<file path="config.mk">
export PLATFORM = sky130hd
export DESIGN_NAME = worker_share_ctrl_flat
export DESIGN_NICKNAME = d
export VERILOG_FILES = /design/src/rtl/worker_share_if.sv /design/src/rtl/worker_share_ctrl.sv /design/src/flat_wrapper.sv
export SDC_FILE = /design/constraint.sdc
export NUM_CORES = 1
export LEC_CHECK = 0
export BUFFER_PORTS_ARGS = -buffer_cell sky130_fd_sc_hd__buf_2
export CORE_ASPECT_RATIO = 0.6
export CORE_MARGIN = 1
export CORE_UTILIZATION = 35
export DETAILED_ROUTE_END_ITERATION = 8
export PLACE_DENSITY = 0.76
export SYNTH_ARGS = -nofsm -noshare
export SYNTH_HDL_FRONTEND = slang
export SYNTH_SLANG_ARGS = --single-unit
</file>
<file path="constraint.sdc">
create_clock -name clk -period 1.6 [get_ports clk]
set_input_delay 0.16 -clock clk [delete_from_list [all_inputs] [get_ports clk]]
set_output_delay 0.16 -clock clk [all_outputs]
set_load 0.02 [all_outputs]
</file>
<file path="src/rtl/worker_share_if.sv">
// -----------------------------------------------------------------------------
// worker_share_if
//   Bundles the requester-side and worker-side signals of worker_share_ctrl.
//   Clock and reset are not part of the bundle.
//
//   Requester side : req, rsp_almfull (into ctrl); gnt, done, rsp_valid,
//                    rsp_data (out of ctrl, one slice of DATA_W per requester)
//   Worker side    : wk_valid, wk_data (into ctrl); wk_reset, wk_start,
//                    wk_finish, wk_result_valid, wk_almfull (out of ctrl)
//
//   modport slave  : the controller's view
//   modport master : the environment's view (requesters plus worker)
// -----------------------------------------------------------------------------
interface worker_share_if #(
  parameter int N      = 4,
  parameter int DATA_W = 32
) ();
  logic [N-1:0]        req;
  logic [N-1:0]        gnt;
  logic [N-1:0]        done;
  logic [N-1:0]        rsp_almfull;
  logic [N-1:0]        rsp_valid;
  logic [N*DATA_W-1:0] rsp_data;
  logic                wk_reset;
  logic                wk_start;
  logic                wk_finish;
  logic                wk_result_valid;
  logic                wk_almfull;
  logic                wk_valid;
  logic [DATA_W-1:0]   wk_data;

  modport slave (
    input  req, rsp_almfull, wk_valid, wk_data,
    output gnt, done, rsp_valid, rsp_data,
           wk_reset, wk_start, wk_finish, wk_result_valid, wk_almfull
  );

  modport master (
    output req, rsp_almfull, wk_valid, wk_data,
    input  gnt, done, rsp_valid, rsp_data,
           wk_reset, wk_start, wk_finish, wk_result_valid, wk_almfull
  );
endinterface

</file>
<file path="src/rtl/worker_share_ctrl.sv">
// -----------------------------------------------------------------------------
// worker_share_ctrl
//   Shares one gated-update worker among N requesters. A round-robin arbiter
//   picks a winner, the controller pulses wk_start, times the WORK phase
//   (WORK_CYCLES cycles, wk_finish on the last), waits in RESULT while the
//   winner applies back-pressure, then pulses done in DRAIN. Its own FSM
//   mirrors the worker's IDLE/WORK/RESULT so both stay in lockstep.
//
//   Ports
//     clk       : clock, all logic on posedge
//     reset_n   : asynchronous active-low reset
//     bus       : worker_share_if.slave (requester and worker signals)
//     stall_cnt : saturating count of RESULT cycles spent with wk_almfull=1
// -----------------------------------------------------------------------------
module worker_share_ctrl #(
  parameter int N           = 4,
  parameter int WORK_CYCLES = 4,
  parameter int DATA_W      = 32,
  parameter int STALL_W     = 16
) (
  input  logic               clk,
  input  logic               reset_n,
  worker_share_if.slave      bus,
  output logic [STALL_W-1:0] stall_cnt
);
  localparam int IDX_W = (N > 1) ? $clog2(N) : 1;
  localparam int CNT_W = (WORK_CYCLES > 1) ? $clog2(WORK_CYCLES) : 1;
  localparam logic [CNT_W-1:0] CNT_LAST = CNT_W'(WORK_CYCLES - 1);
  localparam logic [IDX_W-1:0] IDX_LAST = IDX_W'(N - 1);

  typedef enum logic [2:0] {
    S_IDLE,
    S_LAUNCH,
    S_WORK,
    S_RESULT,
    S_DRAIN
  } state_t;

  state_t             r_state, w_state_next;
  logic [N-1:0]       r_gnt, w_gnt_next;
  logic [IDX_W-1:0]   r_rr, w_rr_next;
  logic [IDX_W-1:0]   r_win, w_win_next;
  logic [CNT_W-1:0]   r_cnt, w_cnt_next;
  logic [STALL_W-1:0] r_stall, w_stall_next;
  logic               r_wk_reset;

  logic               w_found;
  logic [IDX_W-1:0]   w_pick;
  logic               w_almfull;
  logic               w_last;
  logic [N-1:0]       w_rsp_valid;
  logic [N*DATA_W-1:0] w_rsp_data;

  // Round-robin pick: scan from the pointer upward with wrap; first hit wins.
  always_comb begin
    int pos;
    w_found = 1'b0;
    w_pick  = r_rr;
    pos     = 0;
    for (int k = 0; k < N; k++) begin
      pos = (int'(r_rr) + k) % N;
      if (!w_found && bus.req[pos[IDX_W-1:0]]) begin
        w_found = 1'b1;
        w_pick  = pos[IDX_W-1:0];
      end
    end
  end

  // gnt is one-hot or zero, so masking also forces 0 while nothing is granted.
  assign w_almfull = |(bus.rsp_almfull & r_gnt);
  assign w_last    = (r_cnt == CNT_LAST);

  always_comb begin
    w_state_next = r_state;
    w_gnt_next   = r_gnt;
    w_rr_next    = r_rr;
    w_win_next   = r_win;
    w_cnt_next   = r_cnt;
    w_stall_next = r_stall;
    case (r_state)
      S_IDLE: begin
        // Hold off while the worker is still being resynchronised.
        if (!r_wk_reset && w_found) begin
          w_gnt_next   = N'(1) << w_pick;
          w_win_next   = w_pick;
          w_state_next = S_LAUNCH;
        end
      end
      S_LAUNCH: begin
        w_cnt_next   = '0;
        w_state_next = S_WORK;
      end
      S_WORK: begin
        w_cnt_next = r_cnt + 1'b1;
        if (w_last) begin
          w_state_next = S_RESULT;
        end
      end
      S_RESULT: begin
        if (w_almfull) begin
          if (r_stall != {STALL_W{1'b1}}) begin
            w_stall_next = r_stall + 1'b1;
          end
        end else begin
          w_state_next = S_DRAIN;
        end
      end
      S_DRAIN: begin
        w_gnt_next   = '0;
        w_rr_next    = (r_win == IDX_LAST) ? '0 : r_win + 1'b1;
        w_state_next = S_IDLE;
      end
      default: begin
        w_gnt_next   = '0;
        w_state_next = S_IDLE;
      end
    endcase
  end

  always_ff @(posedge clk or negedge reset_n) begin
    if (!reset_n) begin
      r_state    <= S_IDLE;
      r_gnt      <= '0;
      r_rr       <= '0;
      r_win      <= '0;
      r_cnt      <= '0;
      r_stall    <= '0;
      r_wk_reset <= 1'b1;
    end else begin
      r_state    <= w_state_next;
      r_gnt      <= w_gnt_next;
      r_rr       <= w_rr_next;
      r_win      <= w_win_next;
      r_cnt      <= w_cnt_next;
      r_stall    <= w_stall_next;
      // Worker sees reset for one more edge after release, then runs.
      r_wk_reset <= 1'b0;
    end
  end

  // Route worker results to the granted requester only.
  genvar gi;
  generate
    for (gi = 0; gi < N; gi++) begin : g_rsp
      assign w_rsp_valid[gi]                    = bus.wk_valid & r_gnt[gi];
      assign w_rsp_data[gi*DATA_W +: DATA_W]    = r_gnt[gi] ? bus.wk_data : '0;
    end
  endgenerate

  // Worker controls decode from registered state only.
  assign bus.gnt             = r_gnt;
  assign bus.done            = (r_state == S_DRAIN) ? r_gnt : '0;
  assign bus.wk_reset        = r_wk_reset;
  assign bus.wk_start        = (r_state == S_LAUNCH);
  assign bus.wk_finish       = (r_state == S_WORK) && w_last;
  assign bus.wk_result_valid = (r_state == S_WORK) && w_last;
  assign bus.wk_almfull      = w_almfull;
  assign bus.rsp_valid       = w_rsp_valid;
  assign bus.rsp_data        = w_rsp_data;
  assign stall_cnt           = r_stall;
endmodule
</file>
<file path="src/flat_wrapper.sv">
// flat-port wrapper written by rule: the top's interface ports become plain ports
module worker_share_ctrl_flat 
#(
  parameter int N           = 4,
  parameter int WORK_CYCLES = 4,
  parameter int DATA_W      = 32,
  parameter int STALL_W     = 16
)
  (clk, reset_n, stall_cnt, bus_req, bus_rsp_almfull, bus_wk_valid, bus_wk_data, bus_gnt, bus_done, bus_rsp_valid, bus_rsp_data, bus_wk_reset, bus_wk_start, bus_wk_finish, bus_wk_result_valid, bus_wk_almfull);
  worker_share_if #(.N(N), .DATA_W(DATA_W)) bus_i ();
  input  logic clk;
  input  logic reset_n;
  output logic [STALL_W-1:0] stall_cnt;
  input wire logic [$bits(bus_i.req)-1:0] bus_req;
  input wire logic [$bits(bus_i.rsp_almfull)-1:0] bus_rsp_almfull;
  input wire logic [$bits(bus_i.wk_valid)-1:0] bus_wk_valid;
  input wire logic [$bits(bus_i.wk_data)-1:0] bus_wk_data;
  output wire logic [$bits(bus_i.gnt)-1:0] bus_gnt;
  output wire logic [$bits(bus_i.done)-1:0] bus_done;
  output wire logic [$bits(bus_i.rsp_valid)-1:0] bus_rsp_valid;
  output wire logic [$bits(bus_i.rsp_data)-1:0] bus_rsp_data;
  output wire logic [$bits(bus_i.wk_reset)-1:0] bus_wk_reset;
  output wire logic [$bits(bus_i.wk_start)-1:0] bus_wk_start;
  output wire logic [$bits(bus_i.wk_finish)-1:0] bus_wk_finish;
  output wire logic [$bits(bus_i.wk_result_valid)-1:0] bus_wk_result_valid;
  output wire logic [$bits(bus_i.wk_almfull)-1:0] bus_wk_almfull;
  assign bus_i.req = bus_req;
  assign bus_i.rsp_almfull = bus_rsp_almfull;
  assign bus_i.wk_valid = bus_wk_valid;
  assign bus_i.wk_data = bus_wk_data;
  assign bus_gnt = bus_i.gnt;
  assign bus_done = bus_i.done;
  assign bus_rsp_valid = bus_i.rsp_valid;
  assign bus_rsp_data = bus_i.rsp_data;
  assign bus_wk_reset = bus_i.wk_reset;
  assign bus_wk_start = bus_i.wk_start;
  assign bus_wk_finish = bus_i.wk_finish;
  assign bus_wk_result_valid = bus_i.wk_result_valid;
  assign bus_wk_almfull = bus_i.wk_almfull;
  worker_share_ctrl #(.N(N), .WORK_CYCLES(WORK_CYCLES), .DATA_W(DATA_W), .STALL_W(STALL_W)) u_core (.clk(clk), .reset_n(reset_n), .bus(bus_i), .stall_cnt(stall_cnt));
endmodule
</file>
Word level (Yosys, flattened, before mapping)
Cells that the tools add are included.
- bits in writable memories: 0
- memory bits (read-only): 0
- flip-flop bits (word level): 30
- input bits: 43
- logic and storage cells: 79
- memories: 0
- output and inout bits: 161
- latch bits: 0
- reduce and logical (&&, ||, !) cells: 17
- bitwise logic cells: 6
- divide/modulo/power cells: 0
- shift operators: 1
- add/sub/neg operators: 6
- $lt $le $gt $ge: 4
- equality and inequality tests: 10
- multipliers: 0
- multiplexer cells: 28
- operators with widths (kind ; number):
    32-bit 2-to-1 mux ; 4
    16-bit by 1-bit adder with 16-bit output, second input constant ; 1
    16-bit != test, second input constant ; 1
    2-bit by 3-bit less-than comparator with 1-bit output, second input constant ; 4
    3-bit one-hot mux with 4 select lines ; 1
    3-bit 2-to-1 mux ; 3
    1-bit binary-select mux with 2-bit select ; 4
    1-bit 2-to-1 mux ; 8
    2-bit 2-to-1 mux ; 4
    4-bit 2-to-1 mux ; 2
    4-bit one-hot mux with 2 select lines ; 1
    2-bit by 1-bit adder with 2-bit output, second input constant ; 3
    3-bit by 2-bit equality test with 1-bit output, second input constant ; 2
    3-bit AND reduction ; 2
    1-bit logical AND ; 5
    2-bit adder, second input constant ; 2
    1-bit AND ; 4
    4-bit AND ; 1
    2-bit equality test, second input constant ; 2
    1-bit zero test ; 4
    2-bit by 1-bit != test with 1-bit output, second input constant ; 2
    2-bit one-hot mux with 2 select lines ; 1
    2-bit AND reduction ; 2
    4-bit OR reduction ; 1
    other kinds (8) ; 8

Depth between registers and ports, before layout
Gate-level depths: netlist (run 1).
- depth after elaboration: 15
- gate-level depth with buffers: 6
- gate-level depth less buffers: 6

Worst setup path after synthesis (run 1)
OpenSTA, ideal clock, no wires.
- path kind: reg2reg
- from: register u_core.r_stall[0], in the netlist u_core.stall_cnt[0]
- to: register u_core.r_stall[1], in the netlist u_core.stall_cnt[1]
- path buffers: 0
- cell stages (with the launch flop): 6
- clock period less this slack: 1.857 ns
- data required time: 1.472 ns
- data arrival time: 1.730 ns
- setup slack: -0.257 ns
- path through: dfrtp_1 ha_1 nand4_1 nor4_4 nor3_4 mux2_1
- word-level cells in the longest chain between the ends: 2
- RTL lines (what ; line ; source):
    from (decl) ; worker_share_ctrl.sv:44 ; logic [STALL_W-1:0] r_stall, w_stall_next;
    from (signal assigned) ; worker_share_ctrl.sv:135 ; r_stall <= w_stall_next;
    branches (longest 2 deep; another with 16-bit by 1-bit adder with 16-bit output) ; n/a ;
Several ways; the timed one is not identified.
A chain may end at the register's enable or synchronous reset.

Worst setup path after layout (run 1)
- from: register u_core.r_stall[1], in the netlist u_core.stall_cnt[1]
- to: register u_core.r_stall[11], in the netlist u_core.stall_cnt[11]
Same word-level chain as after synthesis.

==> reports/summary.log, run 1 <==
[cells_and_area] fraction of final layout cells sized beyond drive strength 1 0.552
[timing] final count of pins violating max slew 0
[route] wirelength, routed 9390 um
[floorplan] number of rows in the core area 23
[yosys] post-synth top area share 0.339
[route] post-route antenna net violation count 0
[critical_path] Setup crit end kind register
[clock_network] CTS Buffer Depth 2
[outcome] violations in the final reports negative setup slack
[cells_and_area] area added between synthesis and finish 69.7%
[cells_and_area] most frequent cells in the layout sky130_fd_sc_hd__buf_2 (200), sky130_fd_sc_hd__and2_1 (132), sky130_fd_sc_hd__buf_4 (38)
[power_and_ir_drop] Leak Pwr 2.43 nW
[yosys] Post-synth EDFFs 0
[global_routing] GRT Util Overall 0.241
[worst_hold_path] type of the worst min-delay path in -> reg
[worst_hold_path] hold path cells 5
[timing] skew final 0.00551 ns
[route] detailed-route via count 2937
[yosys] count of yosys warnings during synthesis 0
[yosys] async set or reset register ratio after synthesis 1.00
[yosys] top cell type by total area after synthesis sky130_fd_sc_hd__and2_1
[critical_path] crit path max fanout 7
[timing] minimum setup slack in the final design -0.174 ns
[route] Residual DRC 0
[timing] Final period util 1.11
[clock_network] Worst-path clk slew 0.05 ns
[route] number of detailed-route iterations in the first pass 4
[cells_and_area] most frequent standard cell in the layout excluding fill and tap cells sky130_fd_sc_hd__buf_2
[timing] transition time of the tightest slew-check pin 0.669 ns
[timing] normalized max-slew margin 0.554
[power_and_ir_drop] P per Cell Area 1420 nW/um2
[outcome] status finished, violations left
[clock_network] CTS tree yes
[global_routing] total global routing overflow 0
[global_routing] vias in the first global route 2537
[floorplan] I/O pin cnt 204
[critical_path] data required time of the critical path 1.75 ns
[clock_network] insertion delay of the later-clocked pin in the worst-skew pair 0.28 ns
[placement] minimum setup slack after placement -0.119 ns
[global_routing] initial antenna violation count 1
[yosys] Mapped Area 2430 um2
[flow_run] max-capacitance violation count 0
[yosys] Gate Count Post-Synth 283
[timing] Final setup viols 18
[floorplan] floorplan die width 110 um
[yosys] synthesized area per cell 8.60 um2
[yosys] sequential area share after synthesis 0.309
[floorplan] standard cell core area 6710 um2
[clock_network] buffer type at the clock tree root sky130_fd_sc_hd__clkbuf_16
[route] wire per inst 15.4 um
[clock_network] CTS HTree Levels 2
[floorplan] starting density of the core 0.363
[yosys] leading register cell type out of synthesis sky130_fd_sc_hd__dfrtp_1
[clock_network] CTS buffer count 5
[clock_network] Sink Count 30
[placement] # port buffers 203
[yosys] post-synthesis net count 329
[power_and_ir_drop] Max rail drop VDD 0.785 mV
[timing] RSZ-0062 raised after global routing yes
[floorplan] Die Area 7300 um2
[route] number of vias per cell after detailed routing 4.81
[cells_and_area] final-stage net count 567
[route] number of DRC markers after the initial detailed-route iteration 157
[timing] final count of hold timing violations 0
[critical_path] Crit path arrival time 1.93 ns
[placement] post-detail-place hpwl 7140 um
[timing] highest attainable clock frequency 564 MHz
[critical_path] worst reg2reg path depth 8
[yosys] leading cell types by total area after synthesis sky130_fd_sc_hd__and2_1 (34%), sky130_fd_sc_hd__dfrtp_1 (30%), sky130_fd_sc_hd__xnor2_1 (4.3%), sky130_fd_sc_hd__nand4_1 (2.3%), sky130_fd_sc_hd__and3_1 (2.1%)
[global_routing] first-pass GRT wire length 13200 um
[critical_path] kind of launch point of the worst setup path register
[critical_path] kind of critical path reg -> reg
[yosys] FF+latch count, synth 30
[yosys] count of cell types in the netlist 50
[power_and_ir_drop] overall power 5.87 mW
[timing] minimum clock period 1.77 ns
[placement] routability congestion estimate 0.813
[floorplan] die height 66.6 um
[cells_and_area] total of fill cells in the finished design 604
[global_routing] maximum number of pins on one net before global-route repair 37
-- critical path, cell delays in order (launching register included) --
cell	delay (ns)
sky130_fd_sc_hd__dfrtp_2	0.42
sky130_fd_sc_hd__ha_4	0.17
sky130_fd_sc_hd__nand4_1	0.16
sky130_fd_sc_hd__nor4_4	0.05
sky130_fd_sc_hd__buf_4	0.16
sky130_fd_sc_hd__nor4_4	0.21
sky130_fd_sc_hd__buf_6	0.17
sky130_fd_sc_hd__nand4_1	0.15
sky130_fd_sc_hd__xnor2_1	0.18
-- stage by stage --
step                 util  cell area (um2)  std cells  setup TNS, ns  hold slack [ns]
floorplan               -             2460        283         -0.274           -0.136
global placement    0.562             3770        589              0            0.230
detailed placement  0.562             3770        589         -0.459            0.229
CTS                 0.603             4040        604         -0.454            0.376
global route        0.616             4130        610          -2.37            0.427
finish              0.616             4130        610          -1.28            0.388
-- where the power goes --
group          switching (mW)  internal (mW)
Clock                   0.314          0.734
Combinational            2.10           1.57
Sequential              0.215          0.941
Total                    2.63           3.25
-- cell usage after synthesis, types with 2 or more instances --
library cell / number
sky130_fd_sc_hd__nand4_1: 9
sky130_fd_sc_hd__o21ai_1: 3
sky130_fd_sc_hd__a32o_1: 2
sky130_fd_sc_hd__xor2_1: 2
sky130_fd_sc_hd__and2_1: 132
sky130_fd_sc_hd__ha_1: 3
sky130_fd_sc_hd__o21ai_0: 2
sky130_fd_sc_hd__nand2_1: 6
sky130_fd_sc_hd__inv_1: 3
sky130_fd_sc_hd__nand2b_1: 2
sky130_fd_sc_hd__and3_1: 8
sky130_fd_sc_hd__a22o_1: 3
sky130_fd_sc_hd__buf_2: 2
sky130_fd_sc_hd__nor2_1: 7
sky130_fd_sc_hd__a21oi_1: 3
sky130_fd_sc_hd__nand3_1: 6
sky130_fd_sc_hd__dfrtp_1: 29
sky130_fd_sc_hd__clkbuf_1: 13
sky130_fd_sc_hd__mux2_2: 4
sky130_fd_sc_hd__nor4_4: 2
sky130_fd_sc_hd__xnor2_1: 12
sky130_fd_sc_hd__nor3_1: 2
-- final timing paths --
kind | startpoint | end | slack (ns)
max in group asynchronous | reset_n | u_core.r_state[1] | 0.67
min | bus_req[1] | u_core.bus.gnt[3] | 0.39
min reg2reg | u_core.r_win[0] | u_core.r_rr[0] | 0.51
max | u_core.stall_cnt[1] | u_core.stall_cnt[11] | -0.17
min in group asynchronous | reset_n | u_core.stall_cnt[12] | 0.45
max reg2reg | u_core.stall_cnt[1] | u_core.stall_cnt[11] | -0.17
-- routing by layer --
metal | share of wire | routed length, um | track usage | up-vias
met5 | 0 | 0 | 0 | -
met4 | 0.019 | 180 | 0.0750 | 0
met3 | 0.048 | 450 | 0.0411 | 18
met2 | 0.51 | 4820 | 0.431 | 107
met1 | 0.42 | 3930 | 0.298 | 1396
li1 | - | - | - | 1416
-- area by class of cell --
type	instances	area (um2)	share of cell area
Tap cell	87	109	0.0263
Antenna cell	1	2.50	0.000606
Sequential cell	30	759	0.184
Clock buffer	7	133	0.0321
Clock inverter	1	30.0	0.00727
Multi-Input combinational cell	232	1680	0.407
Timing Repair Buffer	247	1400	0.338
Inverter	5	21.3	0.00515
-- what timing repair did --
action,in CTS,in global routing
endpoints found under the hold margin,29,0
gates resized for setup,12,14
pin swaps,9,10
hold buffers,1,0
setup buffers,7,6
endpoints found under the setup margin,22,23
-- kinds of logic after synthesis --
kind of cell,Yosys count,share of synthesized area
buf+inv,21,0.0360
simple gates,187,0.490
other cells,1,0.00154
flops,30,0.309
compound gates,22,0.0745
fa+ha+maj,3,0.0154
mux,5,0.0231
xor+xnor,14,0.0504
-- state kept, by name, indices dropped and copies added (netlist names) --
name / count
u_core.bus.gnt: 4
u_core.bus.wk_reset: 1
u_core.r_win: 2
u_core.r_cnt: 2
u_core.r_state: 3
u_core.r_rr: 2
u_core.stall_cnt: 16
(Power assumes the default switching activity.)
==> run 2, diff against run 1 <==
--- a/config.mk
+++ b/config.mk
@@ -11,6 +11,7 @@
 export CORE_UTILIZATION = 35
 export DETAILED_ROUTE_END_ITERATION = 8
 export PLACE_DENSITY = 0.76
+export REMOVE_ABC_BUFFERS = 1
 export SYNTH_ARGS = -nofsm -noshare
 export SYNTH_HDL_FRONTEND = slang
 export SYNTH_SLANG_ARGS = --single-unit
==> run 2 against run 1 <==
Against the previous run: the flow still finishes with violations (negative setup slack); register-to-register slack gained 0.04 ns; combinational power grew 4%; highest routed layer unchanged; non-clock buffer count grew 2; clock skew shrank 0.0012 ns; die area is the same; total power grew 1.8%; wire length shrank 1.1%; largest cell class unchanged; worst setup slack gained 0.039 ns.
==> reports/summary.log, run 2 (synthesis results as in run 1) <==
[outcome] status finished, violations left [unchanged]
[outcome] violations in the final reports negative setup slack [unchanged]
[route] number of detailed-route iterations in the first pass 4 [unchanged]
[power_and_ir_drop] Max rail drop VDD 0.759 mV [was 0.785 mV]
[global_routing] GRT Util Overall 0.241 [about the same]
[power_and_ir_drop] P per Cell Area 1430 nW/um2 [was 1420 nW/um2]
[critical_path] kind of launch point of the worst setup path register [unchanged]
[timing] highest attainable clock frequency 576 MHz [was 564 MHz]
[global_routing] maximum number of pins on one net before global-route repair 37 [unchanged]
[placement] routability congestion estimate 0.846 [was 0.813]
[floorplan] I/O pin cnt 204 [unchanged]
[timing] skew final 0.00428 ns [was 0.00551 ns]
[floorplan] number of rows in the core area 23 [unchanged]
[critical_path] Critical path origin u_core.bus.gnt[3] [was u_core.stall_cnt[1]]
[placement] post-detail-place hpwl 6900 um [was 7140 um]
[timing] minimum setup slack in the final design -0.136 ns [was -0.174 ns]
[cells_and_area] most frequent cells in the layout sky130_fd_sc_hd__buf_2 (200), sky130_fd_sc_hd__and2_1 (132), sky130_fd_sc_hd__buf_4 (37) [was sky130_fd_sc_hd__buf_2 (200), sky130_fd_sc_hd__and2_1 (132), sky130_fd_sc_hd__buf_4 (38)]
[timing] post-route worst hold slack 0.380 ns [was 0.388 ns]
[global_routing] first-pass GRT wire length 13100 um [was 13200 um]
[route] number of DRC markers after the initial detailed-route iteration 122 [was 157]
[placement] number of instances in the placed design 591 [was 589]
[floorplan] floorplan die width 110 um [unchanged]
[floorplan] starting density of the core 0.363 [unchanged]
[global_routing] vias in the first global route 2441 [was 2537]
[power_and_ir_drop] overall power 5.98 mW [was 5.87 mW]
[route] detailed-route via count 2920 [was 2937]
[clock_network] CTS buffer count 5 [unchanged]
[timing] RSZ-0062 raised after global routing yes [unchanged]
[critical_path] data required time of the critical path 1.76 ns [was 1.75 ns]
[route] wirelength, routed 9290 um [was 9390 um]
[route] number of vias per cell after detailed routing 4.76 [was 4.81]
[clock_network] CTS Buffer Depth 2 [unchanged]
[critical_path] crit path max fanout 8 [was 7]
[cells_and_area] Finished Layout Cells 613 [was 610]
[cells_and_area] Sequential Area 754 um2 [was 759 um2]
[floorplan] die height 66.6 um [unchanged]
[critical_path] kind of critical path reg -> reg [unchanged]
[route] wire per inst 15.1 um [was 15.4 um]
[placement] minimum setup slack after placement -0.0816 ns [was -0.119 ns]
[critical_path] launch point of the worst reg-to-reg path u_core.bus.gnt[3] [was u_core.stall_cnt[1]]
[clock_network] CTS HTree Levels 2 [unchanged]
[route] Residual DRC 0 [unchanged]
[cells_and_area] multi-input combinational cell area 1710 um2 [was 1680 um2]
[cells_and_area] final-stage net count 569 [was 567]
[cells_and_area] area added between synthesis and finish 72.4% [was 69.7%]
[timing] final count of pins violating max slew 0 [unchanged]
[cells_and_area] utilization after layout 0.626 [was 0.616]
[floorplan] standard cell core area 6710 um2 [unchanged]
[placement] # port buffers 203 [unchanged]
[timing] final count of hold timing violations 0 [unchanged]
[critical_path] Crit path arrival time 1.90 ns [was 1.93 ns]
[global_routing] total global routing overflow 0 [unchanged]
[timing] transition time of the tightest slew-check pin 0.704 ns [was 0.669 ns]
[cells_and_area] most frequent standard cell in the layout excluding fill and tap cells sky130_fd_sc_hd__buf_2 [unchanged]
[clock_network] insertion delay of the later-clocked pin in the worst-skew pair 0.28 ns [about the same]
[clock_network] buffer type at the clock tree root sky130_fd_sc_hd__clkbuf_16 [unchanged]
[cells_and_area] total of fill cells in the finished design 569 [was 604]
[timing] Final period util 1.08 [was 1.11]
[timing] Final setup viols 15 [was 18]
[worst_hold_path] type of the worst min-delay path in -> reg [unchanged]
[clock_network] Sink Count 30 [unchanged]
[cells_and_area] max reg flops 16 [unchanged]
[cells_and_area] fraction of final layout cells sized beyond drive strength 1 0.557 [was 0.552]
[timing] minimum clock period 1.74 ns [was 1.77 ns]
[clock_network] CTS tree yes [unchanged]
[clock_network] Worst-path clk slew 0.05 ns [about the same]
[route] post-route antenna net violation count 0 [unchanged]
[global_routing] initial antenna violation count 1 [unchanged]
[floorplan] Die Area 7300 um2 [unchanged]
[power_and_ir_drop] Leak Pwr 2.51 nW [was 2.43 nW]
[timing] normalized max-slew margin 0.531 [was 0.554]
[critical_path] Setup crit end kind register [unchanged]
[worst_hold_path] startpoint of the most critical hold path bus_rsp_almfull[1] [was bus_req[1]]
[flow_run] max-capacitance violation count 0 [unchanged]
-- run 2: stage by stage --
stage / TNS (ns) / instance area [um2]
finish: -0.936 / 4200
global route: -2.11 / 4190
CTS: -0.933 / 4020
detailed placement: -0.492 / 3760
global placement: -0.00815 / 3760
floorplan: -5.71 / 2370
-- run 2: layout make-up --
type / count / share of cell area
Antenna cell: 2 / 0.00119
Clock buffer: 5 / 0.0298
Clock inverter: 3 / 0.00954
Inverter: 5 / 0.00507
Multi-Input combinational cell: 232 / 0.408
Sequential cell: 30 / 0.180
Tap cell: 87 / 0.0259
Timing Repair Buffer: 249 / 0.341
-- run 2: worst paths after layout --
check / cells past startpoint / slack [ns] / to
min reg2reg: 1 / 0.50 / u_core.r_rr[0]
max in group asynchronous: 2 / 0.63 / u_core.r_state[0]
max: 7 / -0.14 / u_core.stall_cnt[1]
min in group asynchronous: 2 / 0.47 / u_core.stall_cnt[15]
max reg2reg: 7 / -0.14 / u_core.stall_cnt[1]
min: 6 / 0.38 / u_core.r_state[2]
-- run 2: worst max-delay path, stage by stage, from the launching register on --
cell,delay (ns)
sky130_fd_sc_hd__dfrtp_1,0.42
sky130_fd_sc_hd__a22o_4,0.24
sky130_fd_sc_hd__a221oi_4,0.21
sky130_fd_sc_hd__buf_12,0.14
sky130_fd_sc_hd__buf_6,0.11
sky130_fd_sc_hd__nor3_4,0.05
sky130_fd_sc_hd__buf_12,0.15
sky130_fd_sc_hd__mux2_4,0.29
-- run 2: power by group --
part,switching [mW],internal (mW)
Combinational,2.15,1.66
Sequential,0.162,0.934
Clock,0.342,0.727
Total,2.66,3.32
-- run 2: repair_timing --
action,CTS,global route
hold buffers,1,0
setup buffers,4,10
endpoints found under the hold margin,29,0
pin swaps,8,12
gates resized for setup,15,23
setup endpoints to repair,23,28
-- run 2: routing by layer --
| metal | GRT usage | up-vias | share of wire |
|---|---|---|---|
| met5 | 0 | - | 0 |
| met4 | 0.0833 | 0 | 0.019 |
| met3 | 0.0431 | 15 | 0.049 |
| met2 | 0.412 | 99 | 0.50 |
| met1 | 0.307 | 1385 | 0.43 |
| li1 | - | 1421 | - |
==> run 3, diff against run 2 <==
--- a/config.mk
+++ b/config.mk
@@ -5,12 +5,12 @@
 export SDC_FILE = /design/constraint.sdc
 export NUM_CORES = 1
 export LEC_CHECK = 0
-export BUFFER_PORTS_ARGS = -buffer_cell sky130_fd_sc_hd__buf_2
 export CORE_ASPECT_RATIO = 0.6
 export CORE_MARGIN = 1
-export CORE_UTILIZATION = 35
+export CORE_UTILIZATION = 45
 export DETAILED_ROUTE_END_ITERATION = 8
-export PLACE_DENSITY = 0.76
+export DONT_BUFFER_PORTS = 1
+export PLACE_DENSITY = 0.61
 export REMOVE_ABC_BUFFERS = 1
 export SYNTH_ARGS = -nofsm -noshare
 export SYNTH_HDL_FRONTEND = slang
==> run 3 against run 2 <==
Against the previous run: the flow still finishes with violations (negative setup slack); sequential power hardly changed; global-route usage down 0.33 points; cell count down 37%; core utilization is 3.6 points lower; die area fell by 22%; largest power group unchanged.
==> reports/summary.log, run 3 (synthesis results as in run 1) <==
[timing] minimum clock period 1.68 ns [was 1.74 ns]
[critical_path] kind of critical path reg -> reg [unchanged]
[power_and_ir_drop] P per Cell Area 1550 nW/um2 [was 1430 nW/um2]
[timing] RSZ-0062 raised after global routing yes [unchanged]
[clock_network] CTS Buffer Depth 2 [unchanged]
[flow_run] max-capacitance violation count 0 [unchanged]
[cells_and_area] final-stage net count 367 [was 569]
[timing] final count of pins violating max slew 0 [unchanged]
[cells_and_area] diode count 0 [was 2]
[power_and_ir_drop] clock group share of total power 0.138 [was 0.179]
[outcome] status finished, violations left [unchanged]
[timing] final count of hold timing violations 0 [unchanged]
[placement] # port buffers 0 [was 203]
[route] wire per inst 19.3 um [was 15.1 um]
[outcome] violations in the final reports negative setup slack [unchanged]
[placement] routability congestion estimate 0.823 [was 0.846]
[clock_network] CTS buffer count 5 [unchanged]
[floorplan] starting density of the core 0.475 [was 0.363]
[critical_path] Setup crit end kind register [unchanged]
[critical_path] Worst path slowest cell sky130_fd_sc_hd__dfrtp_1 [unchanged]
[route] detailed-route via count 2220 [was 2920]
[cells_and_area] most frequent cells in the layout sky130_fd_sc_hd__and2_1 (132), sky130_fd_sc_hd__buf_4 (42), sky130_fd_sc_hd__dfrtp_1 (27) [was sky130_fd_sc_hd__buf_2 (200), sky130_fd_sc_hd__and2_1 (132), sky130_fd_sc_hd__buf_4 (37)]
[route] post-route antenna net violation count 0 [unchanged]
[global_routing] first-pass GRT wire length 10300 um [was 13100 um]
[floorplan] die height 59.0 um [was 66.6 um]
[critical_path] data required time of the critical path 1.77 ns [was 1.76 ns]
[power_and_ir_drop] cell-internal power 2.30 mW [was 3.32 mW]
[critical_path] Crit path arrival time 1.84 ns [was 1.90 ns]
[route] number of vias per cell after detailed routing 5.72 [was 4.76]
[floorplan] standard cell core area 5130 um2 [was 6710 um2]
[floorplan] floorplan die width 97.0 um [was 110 um]
[global_routing] vias in the first global route 1855 [was 2441]
[cells_and_area] multi-input combinational cell area 1690 um2 [was 1710 um2]
[cells_and_area] total of fill cells in the finished design 447 [was 569]
[critical_path] crit path max fanout 4 [was 8]
[power_and_ir_drop] Flop pwr share 0.235 [was 0.183]
[placement] post-detail-place hpwl 5430 um [was 6900 um]
[route] number of DRC markers after the initial detailed-route iteration 94 [was 122]
[power_and_ir_drop] proportion of power drawn by combinational gates 0.627 [was 0.638]
[timing] Final setup viols 12 [was 15]
[cells_and_area] fraction of final layout cells sized beyond drive strength 1 0.273 [was 0.557]
[clock_network] buffer type at the clock tree root sky130_fd_sc_hd__clkbuf_8 [was sky130_fd_sc_hd__clkbuf_16]
[critical_path] kind of launch point of the worst setup path register [unchanged]
[cells_and_area] max reg flops 16 [unchanged]
[clock_network] Worst-path clk slew 0.07 ns [was 0.05 ns]
[cells_and_area] most frequent standard cell in the layout excluding fill and tap cells sky130_fd_sc_hd__and2_1 [was sky130_fd_sc_hd__buf_2]
[power_and_ir_drop] switch share 0.508 [was 0.444]
[timing] highest attainable clock frequency 597 MHz [was 576 MHz]
[route] Residual DRC 0 [unchanged]
[route] number of detailed-route iterations in the first pass 4 [unchanged]
[power_and_ir_drop] Max rail drop VDD 0.795 mV [was 0.759 mV]
[floorplan] number of rows in the core area 20 [was 23]
[route] wirelength, routed 7480 um [was 9290 um]
[timing] post-route worst hold slack 0.261 ns [was 0.380 ns]
[global_routing] initial antenna violation count 1 [unchanged]
[placement] number of instances in the placed design 370 [was 591]
[floorplan] Die Area 5720 um2 [was 7300 um2]
[clock_network] CTS HTree Levels 2 [unchanged]
[cells_and_area] Finished Layout Cells 388 [was 613]
[timing] minimum setup slack in the final design -0.0751 ns [was -0.136 ns]
[placement] minimum setup slack after placement -0.188 ns [was -0.0816 ns]
[clock_network] CTS tree yes [unchanged]
[power_and_ir_drop] sw power 2.38 mW [was 2.66 mW]
[floorplan] I/O pin cnt 204 [unchanged]
[timing] skew final 0.0119 ns [was 0.00428 ns]
[clock_network] Sink Count 30 [unchanged]
[global_routing] GRT Util Overall 0.238 [was 0.241]
[global_routing] total global routing overflow 0 [unchanged]
[timing] Final period util 1.05 [was 1.08]
[critical_path] critical path cell sequence a22o_2, a221oi_4, buf_12, nor4_4, buf_4, nand4_1, xnor2_1 [was a22o_4, a221oi_4, buf_12, buf_6, nor3_4, buf_12, mux2_4]
[cells_and_area] Sequential Area 754 um2 [unchanged]
[worst_hold_path] type of the worst min-delay path in -> reg [unchanged]
[global_routing] maximum number of pins on one net before global-route repair 37 [unchanged]
[clock_network] insertion delay of the later-clocked pin in the worst-skew pair 0.29 ns [was 0.28 ns]
[power_and_ir_drop] Leak Pwr 1.44 nW [was 2.51 nW]
[critical_path] max incr delay on CP 0.41 ns [was 0.42 ns]
[cells_and_area] area added between synthesis and finish 24.3% [was 72.4%]
-- run 3: repair_timing --
item / in CTS / in global routing
setup endpoints to repair: 21 / 28
resized for setup: 7 / 19
hold buffers: 2 / 0
buffers inserted: 6 / 4
hold endpoints to repair: 30 / 0
pin swaps: 8 / 8
-- run 3: metal layers --
| layer | track usage | share of wire | up-vias |
|---|---|---|---|
| met5 | 0 | 0.0017 | - |
| met4 | 0.0554 | 0.011 | 2 |
| met3 | 0.0696 | 0.073 | 12 |
| met2 | 0.377 | 0.47 | 106 |
| met1 | 0.324 | 0.45 | 1091 |
| li1 | - | - | 1009 |
-- run 3: final timing paths --
| check | cells past startpoint | to | from | slack [ns] |
|---|---|---|---|---|
| setup reg to reg | 7 | u_core.stall_cnt[15] | u_core.bus.gnt[3] | -0.08 |
| max in group asynchronous | 2 | u_core.bus.wk_reset | reset_n | 1.04 |
| hold / removal | 4 | u_core.bus.gnt[3] | bus_req[1] | 0.26 |
| hold reg to reg | 1 | u_core.r_rr[0] | u_core.r_win[0] | 0.53 |
| min in group asynchronous | 2 | u_core.stall_cnt[14] | reset_n | 0.32 |
| setup / recovery | 7 | u_core.stall_cnt[15] | u_core.bus.gnt[3] | -0.08 |
-- run 3: stage by stage --
step / cell area (um2) / util / power, mW / setup TNS (ns)
after floorplan: 2370 / - / 3.09 / -5.71
after global placement: 2740 / 0.533 / 3.76 / -0.836
after detailed placement: 2740 / 0.533 / 3.79 / -1.19
after CTS: 2930 / 0.572 / 4.57 / -0.175
after global routing: 3030 / 0.590 / 4.91 / -1.44
final: 3030 / 0.590 / 4.68 / -0.499
-- run 3: cell type report --
class                      count  share of cell area
multi-input combinational    232               0.558
sequential                    30               0.249
timing repair buffer          47               0.128
clock buffer                   7              0.0285
tap                           66              0.0273
inverter                       5             0.00703
clock inverter                 1             0.00165
-- run 3: power groups by stage --
stage | registers, mW | logic [mW] | clock network (mW)
global placement | 1.09 | 2.68 | 0
detailed placement | 1.09 | 2.69 | 0
finish | 1.10 | 2.94 | 0.644
global route | 1.12 | 3.11 | 0.688
floorplan | 1.31 | 1.78 | 0
CTS | 1.08 | 2.84 | 0.644
-- run 3: worst max-delay path: cells and delay by family (launching register included) --
family	cells	cell delay [ns]
and+or+nand+nor	2	0.42
DFF	1	0.41
buffers and inverters	2	0.33
AOI/OAI and AO/OA	2	0.22
xor gates and xnor gates	1	0.16
